File: src/rtl/memory_access.sv
// memory_access -- memory stage of the Y86-64 style pipeline.
//
// Takes one instruction when idle, decodes it and runs at most one bus
// transaction. Completion is a one-cycle done_o pulse, with dmem_error_o
// valid in that cycle.
//
// Parameters
//   TIMEOUT_CYCLES : REQ cycles allowed without an ack before the access is
//                    abandoned with an error. Legal range is 1..255.
//
// Configuration macro
//   MEM_ALIGN_CHECK_EN : when defined, a memory access whose address is not
//                        8-byte aligned finishes immediately with an error
//                        and puts nothing on the bus. When undefined, the
//                        address goes to the bus unmodified.
//
// Ports
//   clk_i, rst_n_i          clock, asynchronous active-low reset
//   start_i                 instruction valid; sampled only while idle
//   icode_i                 instruction code (4,5,8,9,A,B use memory)
//   valE_i, valA_i, valP_i  ALU result, operand A, next PC
//   valM_o                  last successfully read data (registered)
//   done_o                  one-cycle completion pulse
//   busy_o                  high whenever not idle
//   dmem_error_o            error flag, valid while done_o is high
//   mem_req_o, mem_we_o     bus request, 1 = write
//   mem_addr_o, mem_wdata_o bus address / write data (0 when no request)
//   mem_rdata_i             bus read data
//   mem_ack_i, mem_err_i    bus ack, bus error (qualified by ack)
module memory_access #(
  parameter int unsigned TIMEOUT_CYCLES = 255
) (
  input  logic        clk_i,
  input  logic        rst_n_i,
  input  logic        start_i,
  input  logic [3:0]  icode_i,
  input  logic [63:0] valE_i,
  input  logic [63:0] valA_i,
  input  logic [63:0] valP_i,
  output logic [63:0] valM_o,
  output logic        done_o,
  output logic        busy_o,
  output logic        dmem_error_o,
  output logic        mem_req_o,
  output logic        mem_we_o,
  output logic [63:0] mem_addr_o,
  output logic [63:0] mem_wdata_o,
  input  logic [63:0] mem_rdata_i,
  input  logic        mem_ack_i,
  input  logic        mem_err_i
);

  localparam int unsigned DATA_W = 64;

  localparam logic [1:0] S_IDLE = 2'd0;
  localparam logic [1:0] S_REQ  = 2'd1;
  localparam logic [1:0] S_DONE = 2'd2;

  // Last count value tolerated: the REQ cycle in which the counter would
  // reach TIMEOUT_CYCLES is the timeout cycle, checked ahead of any ack.
  localparam logic [7:0] WAIT_LAST = 8'(TIMEOUT_CYCLES - 1);

  localparam logic [3:0] IRMMOVQ = 4'h4;
  localparam logic [3:0] IMRMOVQ = 4'h5;
  localparam logic [3:0] ICALL   = 4'h8;
  localparam logic [3:0] IRET    = 4'h9;
  localparam logic [3:0] IPUSHQ  = 4'hA;
  localparam logic [3:0] IPOPQ   = 4'hB;

  logic [1:0]        state_q, state_d;
  logic              req_q, req_d;
  logic              we_q, we_d;
  logic [7:0]        wait_q, wait_d;
  logic [DATA_W-1:0] valm_q, valm_d;
  logic              err_q, err_d;
  logic [DATA_W-1:0] addr_q, addr_d;
  logic [DATA_W-1:0] wdata_q, wdata_d;

  // Instruction decode
  logic              dec_mem;
  logic              dec_wr;
  logic [DATA_W-1:0] dec_addr;
  logic [DATA_W-1:0] dec_wdata;
  logic              dec_misaligned;

  always_comb begin
    dec_mem   = 1'b0;
    dec_wr    = 1'b0;
    dec_addr  = '0;
    dec_wdata = '0;
    case (icode_i)
      IRMMOVQ: begin dec_mem = 1'b1; dec_wr = 1'b1; dec_addr = valE_i; dec_wdata = valA_i; end
      IMRMOVQ: begin dec_mem = 1'b1; dec_addr = valE_i; end
      ICALL:   begin dec_mem = 1'b1; dec_wr = 1'b1; dec_addr = valE_i; dec_wdata = valP_i; end
      IRET:    begin dec_mem = 1'b1; dec_addr = valA_i; end
      IPUSHQ:  begin dec_mem = 1'b1; dec_wr = 1'b1; dec_addr = valE_i; dec_wdata = valA_i; end
      IPOPQ:   begin dec_mem = 1'b1; dec_addr = valA_i; end
      default: ;
    endcase
  end

`ifdef MEM_ALIGN_CHECK_EN
  assign dec_misaligned = dec_mem && (dec_addr[2:0] != 3'b000);
`else
  assign dec_misaligned = 1'b0;
`endif

  // Next-state logic
  always_comb begin
    state_d = state_q;
    req_d   = req_q;
    we_d    = we_q;
    wait_d  = wait_q;
    valm_d  = valm_q;
    err_d   = err_q;
    addr_d  = addr_q;
    wdata_d = wdata_q;
    case (state_q)
      S_IDLE: begin
        if (start_i) begin
          if (dec_mem && !dec_misaligned) begin
            state_d = S_REQ;
            req_d   = 1'b1;
            we_d    = dec_wr;
            addr_d  = dec_addr;
            wdata_d = dec_wdata;
            wait_d  = 8'd0;
            err_d   = 1'b0;
          end else begin
            // Non-memory bypass, or a rejected misaligned access.
            state_d = S_DONE;
            err_d   = dec_misaligned;
          end
        end
      end
      S_REQ: begin
        if (wait_q == WAIT_LAST) begin
          // Timeout wins over an ack arriving in the same cycle.
          state_d = S_DONE;
          req_d   = 1'b0;
          err_d   = 1'b1;
        end else if (mem_ack_i) begin
          state_d = S_DONE;
          req_d   = 1'b0;
          err_d   = mem_err_i;
          if (!we_q && !mem_err_i) begin
            valm_d = mem_rdata_i;
          end
        end else begin
          wait_d = wait_q + 8'd1;
        end
      end
      S_DONE: begin
        state_d = S_IDLE;
        err_d   = 1'b0;
      end
      default: begin
        state_d = S_IDLE;
        req_d   = 1'b0;
        err_d   = 1'b0;
      end
    endcase
  end

  // Control and architecturally visible state
  always_ff @(posedge clk_i or negedge rst_n_i) begin
    if (!rst_n_i) begin
      state_q <= S_IDLE;
      req_q   <= 1'b0;
      we_q    <= 1'b0;
      wait_q  <= 8'd0;
      valm_q  <= '0;
      err_q   <= 1'b0;
    end else begin
      state_q <= state_d;
      req_q   <= req_d;
      we_q    <= we_d;
      wait_q  <= wait_d;
      valm_q  <= valm_d;
      err_q   <= err_d;
    end
  end

  // Bus address/data holding registers; outputs are gated by req_q.
  always_ff @(posedge clk_i) begin
    addr_q  <= addr_d;
    wdata_q <= wdata_d;
  end

  assign valM_o       = valm_q;
  assign done_o       = (state_q == S_DONE);
  assign busy_o       = (state_q != S_IDLE);
  assign dmem_error_o = err_q;
  assign mem_req_o    = req_q;
  assign mem_we_o     = req_q & we_q;
  assign mem_addr_o   = req_q ? addr_q  : '0;
  assign mem_wdata_o  = req_q ? wdata_q : '0;

endmodule

File: config.mk
export PLATFORM = sky130hd
export DESIGN_NAME = memory_access
export DESIGN_NICKNAME = d
export VERILOG_FILES = /design/src/rtl/memory_access.sv
export SDC_FILE = /design/constraint.sdc
export NUM_CORES = 1
export LEC_CHECK = 0
export BUFFER_PORTS_ARGS = -buffer_cell sky130_fd_sc_hd__buf_2
export CAP_MARGIN = 5
export CORE_AREA = 10 10 172 174
export DETAILED_ROUTE_END_ITERATION = 12
export DIE_AREA = 0 0 182 184
export PLACE_DENSITY = 0.76
export SETUP_SLACK_MARGIN = 0.5
export SYNTH_ARGS = -nofsm -noshare
export SYNTH_HDL_FRONTEND = slang
export SYNTH_SLANG_ARGS = --single-unit
File: constraint.sdc
create_clock -name clk_i -period 3.8 [get_ports clk_i]
set_input_delay 0.57 -clock clk_i [delete_from_list [all_inputs] [get_ports clk_i]]
set_output_delay 0.57 -clock clk_i [all_outputs]
set_load 0.005 [all_outputs]
# Word-level counts from Yosys, hierarchy flattened
# Cells that the tools add are included.
dict set report totals {
  regBits 205
  inputBits 265
  output_inout_bits 197
  wordCells 67
}
dict set report classes {
  add_sub_neg 1
  eq_ne 14
  n_mux 25
  n_bitwise 3
  reduce_logical 16
}
# cell count
set op_table {}
lappend op_table {{case mux 64 bit (2 select lines)} 2}
lappend op_table {{two-way mux 64 bit} 2}
lappend op_table {{two-way mux 8 bit} 4}
lappend op_table {{== test 4 bit (second input constant)} 4}
lappend op_table {{case mux 8 bit (2 select lines)} 1}
lappend op_table {{two-way mux 1 bit} 9}
lappend op_table {{adder 8 x 1 -> 8 bit (second input constant)} 1}
lappend op_table {{== test 4 x 3 -> 1 bit (second input constant)} 2}
lappend op_table {{== test 8 bit (second input constant)} 1}
lappend op_table {{two-way mux 2 bit} 4}
lappend op_table {{!= test 2 bit (second input constant)} 4}
lappend op_table {{AND reduction 4 bit} 2}
lappend op_table {{OR reduction 6 bit} 1}
lappend op_table {{AND reduction 5 bit} 1}
lappend op_table {{case mux 2 bit (2 select lines)} 1}
lappend op_table {{nonzero test 2 bit} 2}
lappend op_table {{OR reduction 2 bit} 2}
lappend op_table {{OR reduction 4 bit} 1}
lappend op_table {{!= test 3 bit (second input constant)} 1}
lappend op_table {{case mux 1 bit (3 select lines)} 1}
lappend op_table {{AND reduction 3 bit} 1}
lappend op_table {{OR reduction 3 bit} 1}
lappend op_table {{== test 2 x 1 -> 1 bit (second input constant)} 1}
lappend op_table {{== test 2 bit (second input constant)} 1}
lappend op_table {{other kinds (7)} 9}

# Logic depth before layout (Yosys ltp)
# Gate-level depths: netlist of the first run.
dict set report depth {
  ltp_word 6
  depth_mapped 8
}

# Worst setup path after synthesis of the first run
# Ideal clock, no wire load.
dict set report synth_timing {
  path_kind {input to register}
  from {input port icode_i[1]}
  to {register addr_q[0], enable pin}
  setup_ns 0.482
  arrival_ns 3.580
  required_time_ns 3.318
  setup_slack_ns -0.263
  cell_stages 3
  path_cell_list {nor3b_2 -> o211ai_1 -> inv_1}
}
dict set report synth_between {
  elab_chain_len 4
  word_cells_on_any_way 9
  classes_between {eq/ne (6); mux (1); reduce/logical (2)}
}
# item line
set synth_rtl {}
lappend synth_rtl {{start: declaration} 36} ;# input logic [3:0] icode_i,
lappend synth_rtl {{== test 4 bit / == test 4 x 3 -> 1 bit (equally long branches)} 91} ;# case (icode_i)
lappend synth_rtl {{OR reduction 6 bit (no source line) (*)} --}
lappend synth_rtl {{two-way mux 1 bit (*)} 91}
lappend synth_rtl {{AND reduction 3 bit (no source line) (*)} --}
lappend synth_rtl {{end signal: assignment} 186} ;# addr_q <= addr_d;
lappend synth_rtl {{end: declaration} 76} ;# logic [DATA_W-1:0] addr_q, addr_d;
# Mark *: on every way between the ends. The rest lies on a longest branch, timed or not.
# A chain may end at the register's enable or synchronous reset.

# Worst setup path after layout of the first run
dict set report layout_timing {
  from {register req_q, in the netlist mem_req_o}
  to {output port mem_addr_o[52]}
}
dict set report layout_between {
  elab_chain_len 1
}
# item line
set layout_rtl {}
lappend layout_rtl {{start: declaration} 71} ;# logic req_q, req_d;
lappend layout_rtl {{start signal: assignment} 176} ;# req_q <= req_d;
lappend layout_rtl {{two-way mux 64 bit} 196} ;# assign mem_addr_o = req_q ? addr_q : '0;
lappend layout_rtl {{end: declaration} 46} ;# output logic [63:0] mem_addr_o,
# No other way between the ends.

==> results of run 1 <==
==> Yosys cell counts, types with 2 or more instances <==
library cell / instances / area (um^2)
sky130_fd_sc_hd__nor4b_1: 2 / 17.5
sky130_fd_sc_hd__o21a_1: 2 / 15.0
sky130_fd_sc_hd__nor3_1: 6 / 30.0
sky130_fd_sc_hd__nor2b_1: 5 / 31.3
sky130_fd_sc_hd__a22o_1: 64 / 561
sky130_fd_sc_hd__a22oi_1: 64 / 480
sky130_fd_sc_hd__mux2i_1: 4 / 40.0
sky130_fd_sc_hd__a21oi_1: 3 / 15.0
sky130_fd_sc_hd__nor2_1: 70 / 263
sky130_fd_sc_hd__or2_2: 2 / 12.5
sky130_fd_sc_hd__o21bai_1: 2 / 15.0
sky130_fd_sc_hd__mux2_4: 60 / 901
sky130_fd_sc_hd__buf_2: 2 / 10.0
sky130_fd_sc_hd__nand3_1: 2 / 10.0
sky130_fd_sc_hd__buf_12: 6 / 120
sky130_fd_sc_hd__edfxtp_1: 128 / 3840
sky130_fd_sc_hd__dfrtp_1: 77 / 1930
sky130_fd_sc_hd__o21ai_0: 6 / 30.0
sky130_fd_sc_hd__clkbuf_1: 45 / 169
sky130_fd_sc_hd__ha_1: 2 / 25.0
sky130_fd_sc_hd__and2_1: 131 / 820
sky130_fd_sc_hd__nand2_1: 7 / 26.3
sky130_fd_sc_hd__inv_1: 7 / 26.3
sky130_fd_sc_hd__nand2b_1: 5 / 31.3
sky130_fd_sc_hd__mux2_2: 5 / 56.3
sky130_fd_sc_hd__buf_1: 2 / 7.51
==> cells by family (layout without fill, tap and decap cells) <==
family / after synthesis / after routing / share of synthesized area (%)
AO/OA/AOI/OAI: 148 / 148 / 12.1
adder cells (fa/ha/maj): 2 / 2 / 0.259
buffers and inverters: 63 / 525 / 3.57
flip-flops: 205 / 205 / 59.8
multiplexers: 69 / 69 / 10.3
other: 0 / 4 / 0
AND/OR/NAND/NOR: 240 / 240 / 13.8
==> how the worst min path moves through the flow <==
stage	start	endpoint
floorplan	rst_n_i	dmem_error_o
global placement	valM_o[22]	valM_o[22]
detailed placement	valM_o[46]	valM_o[46]
CTS	rst_n_i	valM_o[16]
global route	mem_rdata_i[26]	valM_o[26]
finish	rst_n_i	valM_o[12]
==> flip-flops by register name, summed over array words and instances, names as in the netlist <==
signal        flops
wait_q            8
dmem_error_o      1
addr_q           64
we_q              1
mem_req_o         1
valM_o           64
wdata_q          64
state_q           2
==> per-stage QoR <==
step                      utilization (%)  total power (uW)  hold WS (ns)  setup slack [ns]
final                                50.3              7530         0.217              1.04
after global routing                 50.3              7910         0.259             0.938
after CTS                            50.2              7650         0.228              1.03
after detailed placement             47.3              5360         0.486              1.35
after global placement               47.3              5320         0.484              1.41
after floorplan                         -              4140         0.274             0.116
==> per-layer routing <==
layer	GRT usage [%]	vias to the layer above	share of wire, %
met5	0	-	0.082
met4	6.35	4	2.9
li1	-	3566	-
met3	6.57	76	10
met2	33.4	455	49
met1	22.8	3758	38
==> cell type report <==
| class | instances | area [um^2] | share of cell area [%] |
|---|---|---|---|
| flip-flops and latches | 205 | 5770 | 44.3 |
| multi-input cells | 459 | 3580 | 27.5 |
| repair buffers | 474 | 2440 | 18.8 |
| clock buffers | 32 | 666 | 5.11 |
| well taps | 335 | 419 | 3.22 |
| clock inverters | 12 | 106 | 0.816 |
| inverters | 7 | 30.0 | 0.230 |
| diodes | 4 | 10.0 | 0.0768 |
==> worst max-delay path, cell delays in order (launching register included) <==
cell                      delay, ns
sky130_fd_sc_hd__dfrtp_4       1.01
sky130_fd_sc_hd__and2_1        0.32
sky130_fd_sc_hd__buf_2         0.15
==> where the power goes <==
group	switching, uW	internal (uW)	total, uW	leakage, uW
registers	365	2810	3180	0.00220
clock network	948	1310	2260	0.000385
logic	920	1180	2100	0.00354
==> tab_implementation.tex, run 1 <==
\begin{tabular}{lr}
\hline
Metric & Value \\
\hline
\multicolumn{2}{l}{\textbf{Worst setup path}} \\
\quad Arrival @ worst endpoint & 2.19 ns \\
\quad RR Startpoint & wait\_q[0] \\
\quad Slack of the worst reg-to-reg path & 1.47 ns \\
\quad Startpoint Class & register \\
\quad End of the worst register-to-register path & valM\_o[20] \\
\quad Number of cells on the worst reg-to-reg path & 7 \\
\quad Worst Setup SP & mem\_req\_o \\
\quad Crit path to & mem\_addr\_o[52] \\
\quad Critical Path End Type & primary output \\
\quad Critical Path RT & 3.23 ns \\
\quad Critical Setup Path Class & register to primary output \\
\quad Peak fanout along the critical path & 131 \\
\multicolumn{2}{l}{\textbf{Finish}} \\
\quad Layout Area Growth over Synthesis & 35.1\% \\
\quad Non-filler instance count after layout & 1528 \\
\quad Commonest non-fill, non-tap cell in the layout & sky130\_fd\_sc\_hd\_\_buf\_2 \\
\quad Most frequent cells in the layout & sky130\_fd\_sc\_hd\_\_buf\_2, sky130\_fd\_sc\_hd\_\_and2\_1, sky130\_fd\_sc\_hd\_\_edfxtp\_1 \\
\quad Number of inserted filler cells in the final layout & 2310 \\
\quad Fraction of final layout cells with drive strength greater than 1 & 49.7\% \\
\quad Nets & 1438 \\
\quad Total non-filler cell area in the finished layout & 0.0130 mm\^{}2 \\
\multicolumn{2}{l}{\textbf{Route}} \\
\quad Via count & 7859 \\
\quad Number of nets with antenna violations after routing & 0 \\
\quad Number of design rule violations left after detail routing & 0 \\
\quad 1st-pass router iterations & 5 \\
\quad Iteration-0 DRC Markers & 429 \\
\quad WL final & 35300 um \\
\quad Post-DR vias/cell & 5.14 \\
\quad Post-DR wirelength/cell & 23.1 um \\
\multicolumn{2}{l}{\textbf{STA}} \\
\quad Tmin final & 2.76 ns \\
\quad Setup TNS Final & 0 ns \\
\quad Worst relative slew slack & 27.3\% \\
\quad Ratio of final minimum period to clock period & 72.5\% \\
\quad Actual transition at the worst max-transition pin & 1.09 ns \\
\quad Achievable Freq & 0.363 GHz \\
\quad Final setup violation count & 0 \\
\quad Worst Clk Skew & 0.0106 ns \\
\quad Total count of max-transition violations in the final report & 0 \\
\quad Final count of hold timing violations & 0 \\
\quad Setup repair after global routing missed its margin & false \\
\multicolumn{2}{l}{\textbf{Clocking}} \\
\quad Hold\_buf cts & 0 \\
\quad Number of gates given a new drive strength after cts & 0 \\
\quad CTS Sinks & 205 \\
\quad Clock tree root driver cell & sky130\_fd\_sc\_hd\_\_clkbuf\_16 \\
\quad Clock network latency to the later pin of the worst-skew pair & 0.52 ns \\
\quad Post-CTS Setup Repair Bufs & 0 \\
\quad Number of CTS-inserted buffers & 24 \\
\quad Number of H-tree levels & 1 \\
\quad CTS tree & built \\
\quad Number of buffers on the longest clock path & 3 \\
\quad Clock-pin slew of the registers on the worst-case setup and hold paths & 0.06 ns \\
\multicolumn{2}{l}{\textbf{Die}} \\
\quad Die area & 0.0335 mm\^{}2 \\
\quad Core area & 0.0259 mm\^{}2 \\
\quad Die span in x & 182 um \\
\quad Starting Density & 37.2\% \\
\quad Floorplan die height & 184 um \\
\quad I/O pin cnt & 462 \\
\quad Site row count & 59 \\
\multicolumn{2}{l}{\textbf{Logic synthesis}} \\
\quad Syn Std Cell Area & 0.00964 mm\^{}2 \\
\quad Synthesized area divided by synthesized cell count & 13.3 um\^{}2 \\
\quad Primary FF master, synth & sky130\_fd\_sc\_hd\_\_edfxtp\_1 \\
\quad Netlist cell types & 44 \\
\quad Number of enable flip-flop cells after synthesis & 128 \\
\quad Synthesis warning total & 0 \\
\quad Post-Syn Instances & 727 \\
\quad Sequential cell area fraction in the yosys report & 59.8\% \\
\quad Flops \& latches, synth & 205 \\
\quad Fraction of registers with async set or reset after synthesis & 37.6\% \\
\quad Post-synthesis net count & 994 \\
\multicolumn{2}{l}{\textbf{Placement}} \\
\quad Area of placed instances & 0.0122 mm\^{}2 \\
\quad Post-detail-place hpwl & 26800 um \\
\quad Number of buffer cells added on primary ports & 461 \\
\quad Number of instances in the placed design & 1480 \\
\quad Weighted congestion reported at the end of routability-driven placement & 0.896 \\
\multicolumn{2}{l}{\textbf{Global route}} \\
\quad Gr ovfl total & 0 \\
\quad Antenna violations before repair & 8 \\
\quad First-pass GRT wire length & 51400 um \\
\quad Vias in the first global route & 8317 \\
\quad Pin count of the biggest net entering global routing & 132 \\
\quad Global-route total usage across every layer & 19.6\% \\
\multicolumn{2}{l}{\textbf{Min path}} \\
\quad Worst Hold Class & primary input to async pin \\
\multicolumn{2}{l}{\textbf{Job}} \\
\quad Number of max-capacitance violations reported & 0 \\
\multicolumn{2}{l}{\textbf{Power and ir drop}} \\
\quad Worst voltage drop across the vdd grid & 0.465 mV \\
\quad Leakage power of the design & 0.00612 uW \\
\quad Power density over the cells & 578 mW/mm\^{}2 \\
\multicolumn{2}{l}{\textbf{Status}} \\
\quad Result of the run & finished clean \\
\hline
\end{tabular}
No activity file was read; power rests on OpenSTA's default activity.
==> run 2, diff against run 1 <==
--- a/config.mk
+++ b/config.mk
@@ -7,10 +7,10 @@
 export LEC_CHECK = 0
 export BUFFER_PORTS_ARGS = -buffer_cell sky130_fd_sc_hd__buf_2
 export CAP_MARGIN = 5
-export CORE_AREA = 10 10 172 174
+export CORE_AREA = 10 10 173 175
 export DETAILED_ROUTE_END_ITERATION = 12
-export DIE_AREA = 0 0 182 184
-export PLACE_DENSITY = 0.76
+export DIE_AREA = 0 0 183 185
+export PLACE_DENSITY = 0.73
 export SETUP_SLACK_MARGIN = 0.5
 export SYNTH_ARGS = -nofsm -noshare
 export SYNTH_HDL_FRONTEND = slang
==> constraint.sdc (replaced) <==
create_clock -name clk_i -period 2.8 [get_ports clk_i]
set_input_delay 0.42 -clock clk_i [delete_from_list [all_inputs] [get_ports clk_i]]
set_output_delay 0.42 -clock clk_i [all_outputs]
set_load 0.005 [all_outputs]
==> run 2 against run 1 <==
Effect of this change: global-route usage down 0.37 points; critical path depth up 1; sequential share of layout area down 0.55 points; sequential cell count unchanged; core utilization down 0.64 points; die area up 1.1%; design area up 1.2%; largest cell class unchanged; final cell count up 0.85%.
==> tab_implementation.tex, run 2 (synthesized netlist as in run 1, its figures left out) <==
\begin{tabular}{lr}
\hline
Metric & Value \\
\hline
\multicolumn{2}{l}{\textbf{Status}} \\
\quad Result of the run & finished clean \\
\multicolumn{2}{l}{\textbf{Worst setup path}} \\
\quad Critical Path RT & 2.38 ns \\
\quad Critical Setup Path Class & register to primary output \\
\quad Critical path cell sequence & buf\_12, and2\_1, buf\_2 \\
\quad Arrival @ worst endpoint & 1.74 ns \\
\quad Crit path max-delay cell type & sky130\_fd\_sc\_hd\_\_dfrtp\_4 \\
\quad Peak fanout along the critical path & 68 \\
\quad Critical Path End Type & primary output \\
\quad Number of cells on the worst reg-to-reg path & 5 \\
\quad Startpoint Class & register \\
\quad Largest stage delay on the critical path & 0.55 ns \\
\multicolumn{2}{l}{\textbf{Placement}} \\
\quad Number of buffer cells added on primary ports & 461 \\
\quad Post-placement setup slack & 0.588 ns \\
\quad Number of instances in the placed design & 1498 \\
\quad Area of placed instances & 0.0124 mm\^{}2 \\
\quad Weighted congestion reported at the end of routability-driven placement & 0.899 \\
\quad Post-detail-place hpwl & 26800 um \\
\multicolumn{2}{l}{\textbf{STA}} \\
\quad Worst relative slew slack & 45.4\% \\
\quad Setup repair after global routing missed its margin & false \\
\quad Worst Clk Skew & 0.0112 ns \\
\quad Tmin final & 2.16 ns \\
\quad Setup TNS Final & 0 ns \\
\quad Final count of hold timing violations & 0 \\
\quad Achievable Freq & 0.463 GHz \\
\quad Final setup violation count & 0 \\
\quad Total count of max-transition violations in the final report & 0 \\
\quad Setup ws final & 0.639 ns \\
\quad Ratio of final minimum period to clock period & 77.2\% \\
\quad Actual transition at the worst max-transition pin & 0.820 ns \\
\multicolumn{2}{l}{\textbf{Global route}} \\
\quad First-pass GRT wire length & 50900 um \\
\quad Pin count of the biggest net entering global routing & 69 \\
\quad Vias in the first global route & 8477 \\
\quad Gr ovfl total & 0 \\
\quad Global-route total usage across every layer & 19.2\% \\
\quad Antenna violations before repair & 4 \\
\multicolumn{2}{l}{\textbf{Die}} \\
\quad Die span in x & 183 um \\
\quad Core area & 0.0266 mm\^{}2 \\
\quad Starting Density & 36.3\% \\
\quad Die area & 0.0339 mm\^{}2 \\
\quad Site row count & 60 \\
\quad I/O pin cnt & 462 \\
\quad Floorplan die height & 185 um \\
\multicolumn{2}{l}{\textbf{Route}} \\
\quad Number of nets with antenna violations after routing & 0 \\
\quad Number of design rule violations left after detail routing & 0 \\
\quad WL final & 34700 um \\
\quad Via count & 7854 \\
\quad Post-DR vias/cell & 5.10 \\
\quad 1st-pass router iterations & 5 \\
\quad Post-DR wirelength/cell & 22.5 um \\
\quad Iteration-0 DRC Markers & 425 \\
\multicolumn{2}{l}{\textbf{Clocking}} \\
\quad Clock network latency to the later pin of the worst-skew pair & 0.51 ns \\
\quad Number of H-tree levels & 1 \\
\quad Number of buffers on the longest clock path & 3 \\
\quad CTS tree & built \\
\quad CTS Sinks & 205 \\
\quad Number of CTS-inserted buffers & 23 \\
\quad Clock tree root driver cell & sky130\_fd\_sc\_hd\_\_clkbuf\_16 \\
\quad Hold\_buf cts & 0 \\
\quad Clock-pin slew of the registers on the worst-case setup and hold paths & 0.06 ns \\
\multicolumn{2}{l}{\textbf{Finish}} \\
\quad Total non-filler cell area in the finished layout & 0.0132 mm\^{}2 \\
\quad Nets & 1450 \\
\quad Commonest non-fill, non-tap cell in the layout & sky130\_fd\_sc\_hd\_\_buf\_2 \\
\quad Most frequent cells in the layout & sky130\_fd\_sc\_hd\_\_buf\_2, sky130\_fd\_sc\_hd\_\_and2\_1, sky130\_fd\_sc\_hd\_\_edfxtp\_1 \\
\quad Fraction of final layout cells with drive strength greater than 1 & 50.1\% \\
\quad Number of inserted filler cells in the final layout & 2364 \\
\quad Layout Area Growth over Synthesis & 36.8\% \\
\quad Non-filler instance count after layout & 1541 \\
\multicolumn{2}{l}{\textbf{Min path}} \\
\quad Worst Hold Class & primary input to async pin \\
\multicolumn{2}{l}{\textbf{Job}} \\
\quad Number of max-capacitance violations reported & 0 \\
\multicolumn{2}{l}{\textbf{Power and ir drop}} \\
\quad Total Power Consumption & 10300 uW \\
\quad Power density over the cells & 779 mW/mm\^{}2 \\
\quad Leakage power of the design & 0.00620 uW \\
\quad Worst voltage drop across the vdd grid & 0.403 mV \\
\hline
\end{tabular}
[run 2: cell count changes in the layout (fill, tap and decap cells not counted), sizes merged]
cell | before | now
clkbuf | 32 | 30
diode | 4 | 2
inv | 8 | 6
buf | 474 | 487
[run 2: timing repair]
| item | in CTS | in global routing |
|---|---|---|
| gates resized for setup | 1 | 0 |
| endpoints found under the setup margin | 3 | 8 |
| pin swaps | 0 | 0 |
| cloned | 0 | 0 |
| setup buffers | 0 | 1 |
[run 2: path summary, 6_finish.rpt]
check	slack, ns	from	to
setup reg to reg	0.70	state_q[1]	valM_o[23]
setup / recovery	0.64	mem_req_o	mem_addr_o[23]
min in group clk_i	0.15	mem_rdata_i[49]	valM_o[49]
hold reg to reg	0.50	valM_o[23]	valM_o[23]
hold / removal	0.01	rst_n_i	valM_o[41]
max in group asynchronous	2.15	rst_n_i	valM_o[61]
[run 2: worst max-delay path: cells and delay by family (launching register included)]
| family | cells | cell delay [ns] |
|---|---|---|
| buffers and inverters | 2 | 0.38 |
| flip-flops | 1 | 0.55 |
| AND/OR/NAND/NOR | 1 | 0.24 |
[run 2: cell type report]
cell class                 instances  area, um^2  share of cell area [%]
clock buffer                      30         686                    5.20
timing repair buffer             487        2620                    19.9
sequential                       205        5770                    43.8
inverter                           7        30.0                   0.228
tap                              341         427                    3.23
multi-input combinational        459        3580                    27.1
antenna                            2        5.00                  0.0379
clock inverter                    10        70.1                   0.531
[run 2: per-layer routing]
| metal | share of wire [%] | track usage (%) | wire length [um] |
|---|---|---|---|
| met3 | 10 | 7.21 | 3550 |
| met2 | 50 | 33.7 | 17300 |
| met1 | 37 | 21.6 | 12900 |
| met5 | 0.098 | 0 | 34 |
| met4 | 2.6 | 4.92 | 908 |
[run 2: metrics by stage]
step	hold WS, ns	util (%)
finish	0.0144	49.6
global route	0.0740	49.6
CTS	0.0275	49.6
detailed placement	0.488	46.7
global placement	0.485	46.7
floorplan	0.124	-
[run 2: power by group]
group / internal, uW / total, uW / leakage [uW] / switching (uW)
clock: 1800 / 3010 / 0.000377 / 1210
sequential: 3820 / 4150 / 0.00220 / 336
combinational: 1660 / 3110 / 0.00363 / 1450
total: 7280 / 10300 / 0.00620 / 3000
